===== config.mk =====
export PLATFORM = sky130hd
export DESIGN_NAME = tx_uart
export DESIGN_NICKNAME = d
export VERILOG_FILES = /design/src/rtl/tx_uart.sv
export SDC_FILE = /design/constraint.sdc
export NUM_CORES = 1
export LEC_CHECK = 0
export BUFFER_PORTS_ARGS = -buffer_cell sky130_fd_sc_hd__buf_2
export CORE_MARGIN = 5
export CORE_UTILIZATION = 61
export CTS_CLUSTER_DIAMETER = 50
export DETAILED_ROUTE_END_ITERATION = 10
export PLACE_DENSITY = 0.8
export SKIP_CTS_REPAIR_TIMING = 1
export SLEW_MARGIN = 20
export SYNTH_ARGS = -nofsm -noshare
export SYNTH_HDL_FRONTEND = slang
export SYNTH_SLANG_ARGS = --single-unit

===== constraint.sdc =====
create_clock -name clk -period 4.3 [get_ports clk]
set_input_delay 0.86 -clock clk [delete_from_list [all_inputs] [get_ports clk]]
set_output_delay 0.86 -clock clk [all_outputs]
set_load 0.05 [all_outputs]

===== src/rtl/tx_uart.sv =====
`default_nettype none
// ============================================================================
//  Module      : tx_uart
//  Description : 8n1 UART transmitter with a circular transmit buffer of
//                2**LOG2_DEPTH bytes. Each bit lasts 16 baud strobes. Frames
//                leave back-to-back while the buffer holds data.
//  Revision    : 1.0  initial release
// ============================================================================
module tx_uart #(
    parameter int LOG2_DEPTH = 4
) (
    input  logic       clk,
    input  logic       rstN,
    input  logic       x16BaudStrobe,
    input  logic       write,
    input  logic [7:0] dataIn,
    output logic       serialOut,
    output logic       busy,
    output logic       dataPresent,
    output logic       halfFull,
    output logic       full,
    output logic       overflow
);

    localparam int DEPTH = 1 << LOG2_DEPTH;
    // Pointers need at least one bit; with DEPTH=1 they never leave zero.
    localparam int PW    = (LOG2_DEPTH > 0) ? LOG2_DEPTH : 1;
    localparam int CW    = LOG2_DEPTH + 1;

    localparam logic [CW-1:0] C_FULL_CNT = CW'(DEPTH);
    localparam logic [CW-1:0] C_HALF_CNT = CW'(DEPTH / 2);
    localparam logic [PW-1:0] C_LAST_PTR = PW'(DEPTH - 1);

    typedef enum logic [1:0] {
        IDLE  = 2'd0,
        START = 2'd1,
        DATA  = 2'd2,
        STOP  = 2'd3
    } state_t;

    state_t          state_q, state_d;
    logic [3:0]      div_q, div_d;
    logic [2:0]      bit_cnt_q, bit_cnt_d;
    logic [7:0]      sh_q, sh_d;
    logic            tx_q, tx_d;
    logic            busy_q, busy_d;

    logic [PW-1:0]   rd_ptr_q, rd_ptr_d;
    logic [PW-1:0]   wr_ptr_q, wr_ptr_d;
    logic [CW-1:0]   count_q, count_d;
    logic            present_q, present_d;
    logic            half_q, half_d;
    logic            full_q, full_d;
    logic            ovf_q, ovf_d;

    logic [7:0]      mem [DEPTH];
    logic [7:0]      head_byte;
    logic            can_pop;
    logic            pop;
    logic            push;

    // Advance a pointer, wrapping modulo DEPTH.
    function automatic logic [PW-1:0] ptr_inc(input logic [PW-1:0] p);
        if (p == C_LAST_PTR) begin
            return '0;
        end
        return p + PW'(1);
    endfunction

    assign head_byte = mem[rd_ptr_q];
    // The registered flag gates the pop, so a fresh byte needs two edges to start.
    assign can_pop   = present_q && (count_q != '0);

    // Serialiser: next state, shift register, bit counter and line level.
    always_comb begin
        state_d   = state_q;
        div_d     = div_q;
        bit_cnt_d = bit_cnt_q;
        sh_d      = sh_q;
        tx_d      = tx_q;
        busy_d    = busy_q;
        pop       = 1'b0;
        case (state_q)
            IDLE: begin
                div_d  = '0;
                tx_d   = 1'b1;
                busy_d = 1'b0;
                if (x16BaudStrobe && can_pop) begin
                    pop     = 1'b1;
                    sh_d    = head_byte;
                    tx_d    = 1'b0;
                    busy_d  = 1'b1;
                    state_d = START;
                end
            end
            START: begin
                if (x16BaudStrobe) begin
                    div_d = div_q + 4'd1;
                    if (div_q == 4'd15) begin
                        tx_d      = sh_q[0];
                        bit_cnt_d = '0;
                        state_d   = DATA;
                    end
                end
            end
            DATA: begin
                if (x16BaudStrobe) begin
                    div_d = div_q + 4'd1;
                    if (div_q == 4'd15) begin
                        sh_d = {1'b0, sh_q[7:1]};
                        if (bit_cnt_q != 3'd7) begin
                            tx_d      = sh_q[1];
                            bit_cnt_d = bit_cnt_q + 3'd1;
                        end else begin
                            tx_d    = 1'b1;
                            state_d = STOP;
                        end
                    end
                end
            end
            STOP: begin
                if (x16BaudStrobe) begin
                    div_d = div_q + 4'd1;
                    if (div_q == 4'd15) begin
                        if (can_pop) begin
                            // div wraps to zero, so the next start bit is a full 16 strobes
                            pop     = 1'b1;
                            sh_d    = head_byte;
                            tx_d    = 1'b0;
                            state_d = START;
                        end else begin
                            busy_d  = 1'b0;
                            state_d = IDLE;
                        end
                    end
                end
            end
            default: begin
                state_d = IDLE;
            end
        endcase
    end

    // Buffer bookkeeping: a same-cycle pop frees the slot a full-buffer write needs.
    always_comb begin
        push      = write && ((count_q != C_FULL_CNT) || pop);
        rd_ptr_d  = pop  ? ptr_inc(rd_ptr_q) : rd_ptr_q;
        wr_ptr_d  = push ? ptr_inc(wr_ptr_q) : wr_ptr_q;
        case ({push, pop})
            2'b10:   count_d = count_q + CW'(1);
            2'b01:   count_d = count_q - CW'(1);
            default: count_d = count_q;
        endcase
        ovf_d     = ovf_q || (write && !push);
        // Flags follow the count one clock later.
        present_d = (count_q != '0);
        half_d    = (LOG2_DEPTH == 0) ? (count_q != '0) : (count_q >= C_HALF_CNT);
        full_d    = (count_q == C_FULL_CNT);
    end

    // State, datapath and buffer control registers.
    always_ff @(posedge clk or negedge rstN) begin
        if (!rstN) begin
            state_q   <= IDLE;
            div_q     <= '0;
            bit_cnt_q <= '0;
            sh_q      <= '0;
            tx_q      <= 1'b1;
            busy_q    <= 1'b0;
            rd_ptr_q  <= '0;
            wr_ptr_q  <= '0;
            count_q   <= '0;
            present_q <= 1'b0;
            half_q    <= 1'b0;
            full_q    <= 1'b0;
            ovf_q     <= 1'b0;
        end else begin
            state_q   <= state_d;
            div_q     <= div_d;
            bit_cnt_q <= bit_cnt_d;
            sh_q      <= sh_d;
            tx_q      <= tx_d;
            busy_q    <= busy_d;
            rd_ptr_q  <= rd_ptr_d;
            wr_ptr_q  <= wr_ptr_d;
            count_q   <= count_d;
            present_q <= present_d;
            half_q    <= half_d;
            full_q    <= full_d;
            ovf_q     <= ovf_d;
        end
    end

    // Buffer storage; contents are don't-care until written, so no reset.
    always_ff @(posedge clk) begin
        if (push) begin
            mem[wr_ptr_q] <= dataIn;
        end
    end

    assign serialOut   = tx_q;
    assign busy        = busy_q;
    assign dataPresent = present_q;
    assign halfFull    = half_q;
    assign full        = full_q;
    assign overflow    = ovf_q;

endmodule
`default_nettype wire


# Word-level counts from Yosys, hierarchy flattened

Memory sizes are Yosys's and may differ from the RTL's.
Index checks and enable logic that the tools add are counted.

Bits in registers: 36
Bits in latches: 0
RAM bits: 128
Memory bits (read-only): 0
Input bits: 12
Output and inout bits: 6
Word-level logic and storage cells: 116
Memories: 1

Memory list:

| memory | depth | bits a word | read ports | clocked after Yosys merged registers in | write ports | RTL line | RTL |
|---|---|---|---|---|---|---|---|
| mem    | 16    | 8           | 1          | 0                                       | 1           | 56       | `logic [7:0] mem [DEPTH];` |

$add $sub $neg: 6
Multiply operators: 0
Divide/modulo/power cells: 0
Order comparisons: 1
Equal/unequal tests: 23
Shift-type cells: 0
Mux-type cells: 53
Bitwise logic cells: 0
Reduce and logical (&&, ||, !) cells: 19

Operator list:

| kind                                                                                 | count |
|---|---|
| 8-bit two-way mux                                                                    | 6 |
| 8-bit case mux with 3 select lines                                                   | 1 |
| 2-bit != test (second input constant)                                                | 11 |
| 1-bit two-way mux                                                                    | 21 |
| 4-bit two-way mux                                                                    | 5 |
| 2-bit two-way mux                                                                    | 8 |
| 3-bit two-way mux                                                                    | 5 |
| 7-bit AND reduction                                                                  | 2 |
| 4-bit by 1-bit adder with 4-bit output (second input constant)                       | 3 |
| 4-bit == test (second input constant)                                                | 3 |
| 5-bit case mux with 2 select lines                                                   | 1 |
| 2-bit case mux with 4 select lines                                                   | 1 |
| 4-bit case mux with 2 select lines                                                   | 1 |
| 8-bit AND reduction                                                                  | 1 |
| 2-bit == test (second input constant)                                                | 3 |
| 3-bit case mux with 2 select lines                                                   | 1 |
| 6-bit AND reduction                                                                  | 1 |
| 2-bit nonzero test                                                                   | 3 |
| 5-bit by 1-bit adder with 5-bit output (second input constant)                       | 1 |
| 5-bit == test (second input constant)                                                | 1 |
| 5-bit by 4-bit greater-or-equal comparator with 1-bit output (second input constant) | 1 |
| 5-bit != test (second input constant)                                                | 1 |
| 5-bit nonzero test                                                                   | 1 |
| 5-bit by 1-bit subtractor with 5-bit output (second input constant)                  | 1 |
| 13 further kinds                                                                     | 19 |

# Depth between registers and ports, before layout

Gate-level depths: netlist (run 1).

Depth after elaboration: 11
Mapped depth: 10
Depth with buffers taken out: 10

# Worst setup path before layout (run 1)

OpenSTA, ideal clock, no wires.

Path kind: input port to flip-flop
Start: input x16BaudStrobe
End: register count_q[4]
Library setup time: 0.080 ns
Arrival time: 2.804 ns
Required time: 4.220 ns
Setup slack: 1.416 ns
Stages: 9
Buffers on the path: 1
Path through: buf_4 > nand2_2 > a2111oi_4 > and2b_1 > ha_1 > a21o_1 > a21oi_1 > mux2i_1 > xnor2_1

Cells in the longest elaborated chain, start to end: 7
Elaborated cells on any way between the ends: 10
Those cells by class: eq/ne: 2; mux: 4; reduce/logical: 4

RTL lines:

| element                                                                          | RTL line | RTL |
|---|---|---|
| start, declared                                                                  | 14       | `input logic x16BaudStrobe,` |
| 1-bit logical AND                                                                | 88       | `if (x16BaudStrobe && can_pop) begin` |
| 1-bit two-way mux                                                                | 88       |  |
| 1-bit case mux with 2 select lines (*)                                           | 83       | `case (state_q)` |
| 1-bit logical OR                                                                 | 146      | `push = write && ((count_q != C_FULL_CNT) \|\| pop);` |
| 1-bit logical AND                                                                | 146      |  |
| 2-bit by 1-bit == test with 1-bit output / 2-bit == test (equally long branches) | 149      | `case ({push, pop})` |
| 5-bit case mux with 2 select lines / 2-bit nonzero test (equally long branches)  | n/a      |  |
| end signal, assigned                                                             | 186      | `count_q <= count_d;` |
| end, declared                                                                    | 50       | `logic [CW-1:0] count_q, count_d;` |

Every way passes the cells marked *; elsewhere a longest branch is shown, timed or not.
A chain may end at the register's enable or synchronous reset.

# Worst setup path after layout (run 1)

Start: register state_q[0]
End: memory mem[7][5] (enable)

Cells in the longest elaborated chain, start to end: 6
Elaborated cells on any way between the ends: 7
Those cells by class: eq/ne: 1; mux: 3; reduce/logical: 3

RTL lines:

| element                                                   | RTL line | RTL |
|---|---|---|
| start, declared                                           | 41       | `state_t state_q, state_d;` |
| start signal, assigned                                    | 178      | `state_q <= state_d;` |
| 2-bit == test / 2-bit logical NOT (equally long branches) | 83       |  |
| 1-bit case mux with 2 select lines (*)                    | 83       |  |
| 1-bit logical OR (*)                                      | 146      |  |
| 1-bit logical AND (*)                                     | 146      |  |
| 1-bit two-way mux (*)                                     | 196      | `if (push) begin` |
| 1-bit two-way mux (implied by the code) (*)               | 197      | `mem[wr_ptr_q] <= dataIn;` |
| end, declared                                             | 56       |  |

Marked as above.

==> results of run 1 <==
worst min-delay path, cell delays in order (launching register included):
cell and delay, ps:
dfstp_2 370, nand2_1 40, o21ai_1 50
cell usage in the layout, fill, tap and decap left out, types with 13 or more instances in the layout:
master     count
edfxtp_1     128
dfrtp_1       33
mux4_2        26
nand2_1       24
and3_1        22
clkbuf_16     17
buf_2         17
mux2_2        16
nor2_1        15
ha_1          15
o21ai_0       13
final cells by class:
| class | instances | area (um^2) | area share |
|---|---|---|---|
| clock buffer | 18 | 429 | 0.0551 |
| sequential | 164 | 4750 | 0.610 |
| inverter | 13 | 48.8 | 0.00627 |
| clock inverter | 14 | 161 | 0.0207 |
| tap | 143 | 179 | 0.0230 |
| multi-input combinational | 230 | 2110 | 0.271 |
| timing repair buffer | 20 | 108 | 0.0138 |
sequential cells by signal (all words and copies together) (netlist names):
register,cells
wr_ptr_q,4
serialOut,1
bit_cnt_q,3
sh_q,8
overflow,1
count_q,5
div_q,4
halfFull,1
full,1
dataPresent,1
rd_ptr_q,4
state_q,2
mem,128
busy,1
layer usage:
layer | up-vias | global-route usage | share of wire | wire length, um
met4 | 0 | 0.113 | 0.029 | 405
met2 | 132 | 0.362 | 0.50 | 7060
li1 | 1716 | - | - | -
met1 | 1917 | 0.296 | 0.41 | 5880
met3 | 25 | 0.0694 | 0.060 | 850
met5 | - | 0 | 0 | 0
per-stage QoR:
stage,instance area (um^2),hold slack [ps],total power [mW],utilization,instances
finish,7790,458,4.28,0.685,602
global route,7790,498,4.48,0.685,602
CTS,7780,462,4.30,0.685,602
detailed placement,7190,453,2.80,0.633,570
global placement,7190,452,2.77,0.633,570
floorplan,7020,463,2.58,-,428
logic make-up after synthesis:
group | count (synthesis) | synth area share
AO/OA/AOI/OAI | 69 | 0.0713
XOR/XNOR | 9 | 0.0112
adder cells (fa/ha/maj) | 16 | 0.0296
buffers and inverters | 34 | 0.0232
flip-flops | 164 | 0.676
multiplexers | 49 | 0.121
AND/OR/NAND/NOR | 87 | 0.0674
power breakdown:
group	internal, mW	total [mW]	switching (mW)
Combinational	0.263	0.653	0.390
Sequential	1.95	2.12	0.168
Clock	0.871	1.51	0.640
Total	3.08	4.28	1.20
worst max-delay path by stage:
stage                            from                      to  slack (ps)
6_report       state_q[0]$_DFFE_PN0P_     mem[7][5]$_DFFE_PP_        1130
5_1_grt        state_q[0]$_DFFE_PN0P_     mem[4][6]$_DFFE_PP_         970
4_1_cts        state_q[0]$_DFFE_PN0P_     mem[7][5]$_DFFE_PP_        1150
3_5_place_dp            x16BaudStrobe     mem[7][2]$_DFFE_PP_        1070
3_3_place_gp            x16BaudStrobe     mem[4][0]$_DFFE_PP_        1150
2_1_floorplan           x16BaudStrobe  count_q[4]$_DFFE_PN0P_        1420
==> results.md, run 1 <==
- Outcome: complete, no violations
- DR WL/cell: 23.6 um
- Net count after synthesis: 456
- Endpoint class of the critical path: flop
- First-pass GRT wire length: 22200 um
- Chip height: 117 um
- GRT overflow: 0
- Total CTS buffers: 17
- Initial DRC count: 379
- ANT cells: 0
- I/O Pins: 18
- Clk sinks: 164
- Setup CP Type: flop to flop
- Cell count along the critical path: 6
- PwrDens: 550 nW/um^2
- Die area: 13800 um^2
- Hold Path Sink: serialOut$_DFFE_PN1P_
- Worst Path Required: 4390 ps
- Max-slew violations: 0
- Max clock buf depth: 2
- Worst Skew: 17.3 ps
- Worst Path Max Fanout: 18
- Worst R2R Setup Slack: 1130 ps
- Post-synth EDFFs: 128
- CTS H-tree lvls: 4
- Routability cong.: 0.905
- Biggest area consumer among synthesized cells: edfxtp_1
- Leak: 2.81 nW
- Synth top area share: 0.548
- Crit path time final: 3170 ps
- Clk slew on worst S/H paths: 60 ps
- Synth cell count leaders: edfxtp_1 (128), dfrtp_1 (35), mux4_2 (26), nand2_1 (24), and3_1 (22)
- Worst Hold Class: flop to flop
- Drt first pass iters: 5
- Pre-CTS WS: 1070 ps
- Vias in the first global route: 3792
- Largest net degree at the start of global routing: 38
- PortBufs: 17
- Final period utilization: 0.736
- Count leader, synth: edfxtp_1
- Post-Synthesis Cell Area: 7020 um^2
- Layout cells sized above 1: 0.231
- Avg Inst Size Synth: 16.4 um^2
- Final setup viols: 0
- Synth Flop Type: edfxtp_1
- Post-layout worst setup margin: 1130 ps
- FF-to-FF path depth: 6
- Rows: 39
- Final TNS setup: 0 ps
- Final wirelength: 14200 um
- Mapped Cells: 428
- RR Endpoint: mem[7][5]$_DFFE_PP_
- Initial core utilization: 0.617
- Core area: 11400 um^2
- Worst path cell trace: inv_1 -> ha_1 -> a41oi_4 -> a2111oi_4 -> o31a_1 -> and4b_1
- Seq/Total Area, Yosys: 0.676
- Fill cell count: 744
- DIE WIDTH: 117 um
- CTS tree: done
- Tot GR Track Use: 0.231
- Hold Path Stages: 2
- Share of flip-flops with an asynchronous set or reset: 0.220
- Worst-Skew Late Latency: 440 ps
- Via density: 6.30
- Slowest stage delay, CP: 690 ps
- Worst IR Drop VDD: 0.545 mV
- DRC viols: 0
- CTS root buf: clkbuf_16
- Synth cell types: 57
- Final hold violation count: 0
- Unrepaired setup endpoints after global routing: no
- Synthesis-stage register bit count: 164
- FF-to-FF Start: state_q[0]$_DFFE_PN0P_
- Crit start category: flop
- Buf/Inv on CP: 1
- Antenna-violating nets left: 0
- Synth area leaders: edfxtp_1 (55%), dfrtp_1 (12%), mux4_2 (8.3%)
- Yosys warning count: 0
- HPWL Detailed: 9280 um
- F_max: 316 MHz
- CP arrival: 3260 ps
- Hold Crit Start: serialOut$_DFFE_PN1P_
- Area grow syn2layout: 10.9%
- Maximum Capacitance Violations: 0
- Slowest CP cell: o31a_1
- Worst slew pin tran: 813 ps
- Max-slew headroom: 0.458
- Delay-heaviest family, CP: compound AO/OA/AOI/OAI gates
- Initial antenna violation count: 0
- Vias: 3790
- Fin nets: 474
No activity file was read; power rests on OpenSTA's default activity.
==> inputs of run 2 (changes only) <==
--- a/config.mk
+++ b/config.mk
@@ -5,12 +5,13 @@
 export SDC_FILE = /design/constraint.sdc
 export NUM_CORES = 1
 export LEC_CHECK = 0
+export ABC_AREA = 1
 export BUFFER_PORTS_ARGS = -buffer_cell sky130_fd_sc_hd__buf_2
 export CORE_MARGIN = 5
-export CORE_UTILIZATION = 61
+export CORE_UTILIZATION = 56
 export CTS_CLUSTER_DIAMETER = 50
 export DETAILED_ROUTE_END_ITERATION = 10
-export PLACE_DENSITY = 0.8
+export PLACE_DENSITY = 0.77
 export SKIP_CTS_REPAIR_TIMING = 1
 export SLEW_MARGIN = 20
 export SYNTH_ARGS = -nofsm -noshare
==> constraint.sdc (replaced) <==
create_clock -name clk -period 2.76 [get_ports clk]
set_input_delay 0.552 -clock clk [delete_from_list [all_inputs] [get_ports clk]]
set_output_delay 0.552 -clock clk [all_outputs]
set_load 0.05 [all_outputs]
==> results.md, run 2 <==
- Post-synth EDFFs: 128 (unchanged)
- Worst path cell trace: inv_1 -> ha_1 -> inv_1 -> a21oi_2 -> nand2_4 -> buf_4 -> nand2_2 -> nand2_2 -> nor3_1 -> buf_4
- Setup CP Type: flop to flop
- Worst IR Drop VDD: 0.669 mV (+23%)
- Core area: 12700 um^2 (+11%)
- Antenna-violating nets left: 0 (unchanged)
- Tot GR Track Use: 0.215 (-0.0159)
- Final period utilization: 0.933 (+0.196)
- Largest net degree at the start of global routing: 43 (+13%)
- Slowest stage delay, CP: 420 ps (-270 ps)
- Crit path time final: 2570 ps (-592 ps)
- Count leader, synth: edfxtp_1
- Mapped Cells: 662 (+55%)
- GRT overflow: 0 (unchanged)
- Worst Path Max Fanout: 21 (+3)
- DR WL/cell: 17.1 um (-27%)
- Clk slew on worst S/H paths: 60 ps (about the same)
- First-pass GRT wire length: 24700 um (+11%)
- Fin nets: 723 (+53%)
- Post-Synthesis Cell Area: 7240 um^2 (+3.2%)
- DRC viols: 0 (unchanged)
- Synth Flop Type: edfxtp_1
- Endpoint class of the critical path: flop
- Final hold violation count: 0 (unchanged)
- HPWL Detailed: 9830 um (+5.9%)
- Initial core utilization: 0.571 (-0.0459)
- Die area: 15300 um^2 (+11%)
- Biggest regs: mem: 128 flops, sh_q: 8 flops, count_q: 5 flops
- Routability cong.: 0.841 (-7.0%)
- Highest-count cells in the layout ignoring fill and taps: edfxtp_1 (128), nor2_1 (113), nand2_1 (95), o21ai_0 (53), nand3_1 (36)
- Outcome: complete, no violations
- Pre-CTS WS: 174 ps (-894 ps)
- Layout cells sized above 1: 0.134 (-0.0966)
- Synth cell count leaders: edfxtp_1 (128), nor2_1 (114), nand2_1 (95), o21ai_0 (53), nand3_1 (36)
- Initial antenna violation count: 0 (unchanged)
- I/O Pins: 18 (unchanged)
- Worst Path Required: 2890 ps (-1500 ps)
- Via density: 5.59 (-11%)
- Chip height: 124 um (+5.5%)
- Yosys warning count: 0 (unchanged)
- Biggest register: mem
- PortBufs: 17 (unchanged)
- Biggest area consumer among synthesized cells: edfxtp_1
- Slowest CP cell: dfrtp_1
- Final total power: 8.03 mW (+88%)
- Drt first pass iters: 7 (+2)
- Synth top area share: 0.531 (-0.0167)
- Hold WS: 230 ps (-228 ps)
- CTS root buf: clkbuf_16
- Worst-Skew Late Latency: 430 ps (about the same)
- Vias in the first global route: 4865 (+28%)
- Synth cell types: 39 (-32%)
- Max clock buf depth: 2 (unchanged)
- Final setup viols: 0 (unchanged)
- Area grow syn2layout: 11.8%
- Worst Skew: 11.1 ps (-6.23 ps)
- Synth area leaders: edfxtp_1 (53%), dfrtp_1 (12%), nor2_1 (5.9%)
- Post-layout worst setup margin: 186 ps (-948 ps)
- Total CTS buffers: 17 (unchanged)
- Vias: 4918 (+30%)
- Rows: 41 (+5.1%)
- Unrepaired setup endpoints after global routing: no
- F_max: 388 MHz (+23%)
- DIE WIDTH: 124 um (+5.5%)
- Max reg flops: 128 (unchanged)
- CTS H-tree lvls: 4 (unchanged)
- Max-slew violations: 0 (unchanged)
- PwrDens: 992 nW/um^2 (+80%)
- Avg Inst Size Synth: 10.9 um^2 (-33%)
- Leak: 3.13 nW (+11%)
- Crit start category: flop
- ANT cells: 0 (unchanged)
- Final wirelength: 15000 um (+6.0%)
- Commonest non-fill, non-tap cell in the layout: edfxtp_1
- Worst slew pin tran: 840 ps (+27.1 ps)
- Synthesis-stage register bit count: 164 (unchanged)
- Final TNS setup: 0 ps (unchanged)
- Clk sinks: 164 (unchanged)
- CTS tree: done
- Seq/Total Area, Yosys: 0.655 (-0.0207)
- Initial DRC count: 426 (+12%)
- Max-slew headroom: 0.440 (-0.0181)
- Net count after synthesis: 690 (+51%)
- Share of flip-flops with an asynchronous set or reset: 0.220 (unchanged)
- Util after Layout: 0.639 (-0.0463)
- Maximum Capacitance Violations: 0 (unchanged)
- Worst Hold Class: input pin to async pin
- CP arrival: 2710 ps (-550 ps)
-- run 2: cell count changes after synthesis, sizes merged, moves of 22 or more --
cell	before	now
and3	22	0
nand2	25	99
nand3	4	37
nor2	16	118
o21ai	19	82
mux4	26	0
inv	13	39
-- run 2: cell type report --
cell class	instances	area [um^2]
fillers	965	4580
flip-flops and latches	164	4750
inverters	40	150
multi-input cells	432	2180
well taps	172	215
repair buffers	40	258
clock inverters	13	111
clock buffers	18	429
-- run 2: path summary, 6_finish.rpt --
path | end | slack (ps) | cells after the start | startpoint
worst min register to register | sh_q[3]$_DFFE_PN0P_ | 480 | 2 | sh_q[3]$_DFFE_PN0P_
min in group clk | div_q[0]$_DFFE_PN0P_ | 440 | 3 | x16BaudStrobe
max in group asynchronous | rd_ptr_q[0]$_DFFE_PN0P_ | 1950 | 1 | rstN
worst max register to register | mem[10][5]$_DFFE_PP_ | 190 | 10 | state_q[0]$_DFFE_PN0P_
worst max-delay path | mem[10][5]$_DFFE_PP_ | 190 | 10 | state_q[0]$_DFFE_PN0P_
worst min-delay path | count_q[0]$_DFFE_PN0P_ | 230 | 1 | rstN
-- run 2: critical path: cells and delay by family, from the launching register on --
family / cells / cell delay (ps)
flip-flops: 1 / 420
buffers and inverters: 4 / 640
AO/OA/AOI/OAI: 1 / 210
adder cells (fa/ha/maj): 1 / 320
AND/OR/NAND/NOR: 4 / 710
-- run 2: metal layers --
layer,GRT usage,routed length [um]
met3,0.0490,1050
met4,0.0817,282
met2,0.341,7210
met1,0.291,6500
met5,0,0
-- run 2: logic make-up (layout without fill, tap and decap cells) --
family / after synthesis / in the layout / share of synthesized area
and+or+nand+nor: 290 / 290 / 0.174
DFF: 164 / 164 / 0.655
AOI/OAI and AO/OA: 123 / 123 / 0.0949
buffers and inverters: 66 / 111 / 0.0437
adders and majority gates: 16 / 16 / 0.0287
xor gates and xnor gates: 3 / 3 / 0.00363
-- run 2: where the power goes --
part           leakage [nW]  internal, mW  total [mW]  switching [mW]
combinational          1.29         0.812        2.51            1.70
sequential             1.58          3.08        3.35           0.266
clock                 0.251          1.23        2.17           0.940
-- run 2: through the flow --
| step | area (um^2) | std cells |
|---|---|---|
| 6_report | 8090 | 879 |
| 2_1_floorplan | 7240 | 662 |
| 4_1_cts | 8090 | 879 |
| 3_5_place_dp | 7550 | 848 |
| 3_3_place_gp | 7550 | 848 |
| 5_1_grt | 8090 | 879 |
==> inputs of run 3 (changes only) <==
--- a/config.mk
+++ b/config.mk
@@ -7,6 +7,7 @@
 export LEC_CHECK = 0
 export ABC_AREA = 1
 export BUFFER_PORTS_ARGS = -buffer_cell sky130_fd_sc_hd__buf_2
+export CORE_ASPECT_RATIO = 1.25
 export CORE_MARGIN = 5
 export CORE_UTILIZATION = 56
 export CTS_CLUSTER_DIAMETER = 50
==> results.md, run 3 (synthesis results as in run 2) <==
- Final total power: 8.29 mW (+3.3%)
- Crit start category: flop
- Die area: 15300 um^2 (about the same)
- Antenna-violating nets left: 0 (unchanged)
- Outcome: complete, no violations
- Leak: 3.18 nW (+1.7%)
- Via density: 5.69 (+1.8%)
- Post-layout worst setup margin: 264 ps (+77.8 ps)
- Worst Hold Class: input pin to async pin
- Rows: 46 (+12%)
- CTS root buf: clkbuf_16
- I/O Pins: 18 (unchanged)
- DRC viols: 0 (unchanged)
- Biggest register: mem
- Chip height: 137 um (+11%)
- CP arrival: 2820 ps (+110 ps)
- Maximum Capacitance Violations: 0 (unchanged)
- Pre-CTS WS: 221 ps (+47.3 ps)
- Tot GR Track Use: 0.210 (-0.00512)
- Commonest non-fill, non-tap cell in the layout: edfxtp_1
- Placement Cell Area: 7540 um^2 (about the same)
- Worst Skew: 12.0 ps (+0.915 ps)
- Core area: 12700 um^2 (about the same)
- Total CTS buffers: 17 (unchanged)
- Routability cong.: 0.826 (-1.9%)
- Unrepaired setup endpoints after global routing: no
- Comb power frac: 0.307 (-0.005)
- DR WL/cell: 17.4 um (+1.6%)
- Util after Layout: 0.644 (+0.00548)
- Hold WS: 216 ps (-14.6 ps)
- Dpl cells: 842 (-0.71%)
- Endpoint class of the critical path: flop
- Non-Filler Instances: 874 (-0.57%)
- Setup CP Type: flop to flop
- Layout cells sized above 1: 0.135 (+0.000190)
- Final hold violation count: 0 (unchanged)
- Initial antenna violation count: 0 (unchanged)
- DIE WIDTH: 112 um (-9.7%)
- Clk slew on worst S/H paths: 60 ps (about the same)
- Fraction of power spent switching nets: 0.355 (-0.00666)
- Highest-count cells in the layout ignoring fill and taps: edfxtp_1 (128), nor2_1 (113), nand2_1 (95), o21ai_0 (53), nand3_1 (36)
- Vias in the first global route: 5076 (+4.3%)
- Pint: 5.35 mW (+4.4%)
- Vias: 4977 (+1.2%)
- Final setup viols: 0 (unchanged)
- GRT overflow: 0 (unchanged)
- Max-slew headroom: 0.464 (+0.0243)
- Seq pwr share: 0.408 (-0.009)
- Final wirelength: 15200 um (+1.0%)
- Worst-Skew Late Latency: 430 ps (about the same)
- CTS H-tree lvls: 4 (unchanged)
- HPWL Detailed: 9640 um (-1.9%)
- Largest net degree at the start of global routing: 59 (+37%)
- Final period utilization: 0.904 (-0.0282)
- Clk sinks: 164 (unchanged)
- Worst slew pin tran: 804 ps (-36.4 ps)
- Worst Path Max Fanout: 14 (-33%)
- PwrDens: 1020 nW/um^2 (+2.5%)
- Fin nets: 721 (-0.28%)
- Worst Path Required: 3080 ps (+190 ps)
- Final instance area: 8160 um^2 (+0.79%)
- Area grow syn2layout: 12.6%
- Max reg flops: 128 (unchanged)
- Initial DRC count: 361 (-15%)
- ANT cells: 0 (unchanged)
- Final TNS setup: 0 ps (unchanged)
- F_max: 401 MHz (+3.1%)
- Drt first pass iters: 5 (-2)
- Biggest regs: mem: 128 flops, sh_q: 8 flops, count_q: 5 flops
- First-pass GRT wire length: 24800 um (+0.62%)
- Max-slew violations: 0 (unchanged)
- Initial core utilization: 0.572 (about the same)
- PortBufs: 17 (unchanged)
- Crit path time final: 2500 ps (-77.8 ps)
- Sw Pwr: 2.94 mW (+1.4%)
- Max clock buf depth: 2 (unchanged)
- Worst IR Drop VDD: 0.522 mV (-22%)
- Clock Power Share: 0.285 (+0.015)
- CTS tree: done
## run 3: cell types whose count changed in the layout (fill, tap and decap cells not counted), sizes merged
| cell | change |
|---|---|
| clkbuf | +10 |
| clkinv | -4 |
| clkinvlp | -4 |
| buf | -2 |
| bufinv | -1 |
## run 3: worst max-delay path, cell delays in order, from the launching register on
cell and delay [ps]:
dfrtp_1 410, inv_1 130, ha_1 190, inv_1 90
a21oi_2 190, nand2_4 140, nor2_2 220, ha_1 310
a21o_1 160, a31oi_1 190, o21ai_1 120, nand2_1 80
nand2_1 50, nand2_1 50, inv_1 30
## run 3: cell type report
class / count / area, um^2
Clock inverter: 4 / 26.3
Timing Repair Buffer: 38 / 255
Sequential cell: 164 / 4750
Multi-Input combinational cell: 432 / 2180
Tap cell: 168 / 210
Clock buffer: 28 / 586
Fill cell: 950 / 4510
Inverter: 40 / 150
## run 3: worst paths after layout
| path | startpoint | to | slack (ps) | cells past startpoint |
|---|---|---|---|---|
| setup / recovery | state_q[0]$_DFFE_PN0P_ | count_q[4]$_DFFE_PN0P_ | 260 | 14 |
| hold / removal | rstN | count_q[3]$_DFFE_PN0P_ | 220 | 1 |
| setup reg to reg | state_q[0]$_DFFE_PN0P_ | count_q[4]$_DFFE_PN0P_ | 260 | 14 |
| hold reg to reg | overflow$_DFF_PN0_ | overflow$_DFF_PN0_ | 470 | 1 |
| max in group asynchronous | rstN | rd_ptr_q[0]$_DFFE_PN0P_ | 1990 | 1 |
| min in group clk | x16BaudStrobe | div_q[0]$_DFFE_PN0P_ | 450 | 4 |
## run 3: per-layer routing
layer	vias to the layer above	routed length, um	track usage
li1	2356	-	-
met1	2360	5750	0.232
met2	209	7780	0.373
met3	52	1080	0.0553
met4	0	597	0.109
met5	-	0	0
## run 3: power by group through the flow
stage	clock [mW]	combinational, mW	sequential [mW]
global route	2.50	2.84	3.43
CTS	2.39	2.53	3.38
floorplan	0	1.84	3.43
finish	2.37	2.54	3.38
global placement	0	2.40	3.39
detailed placement	0	2.50	3.42
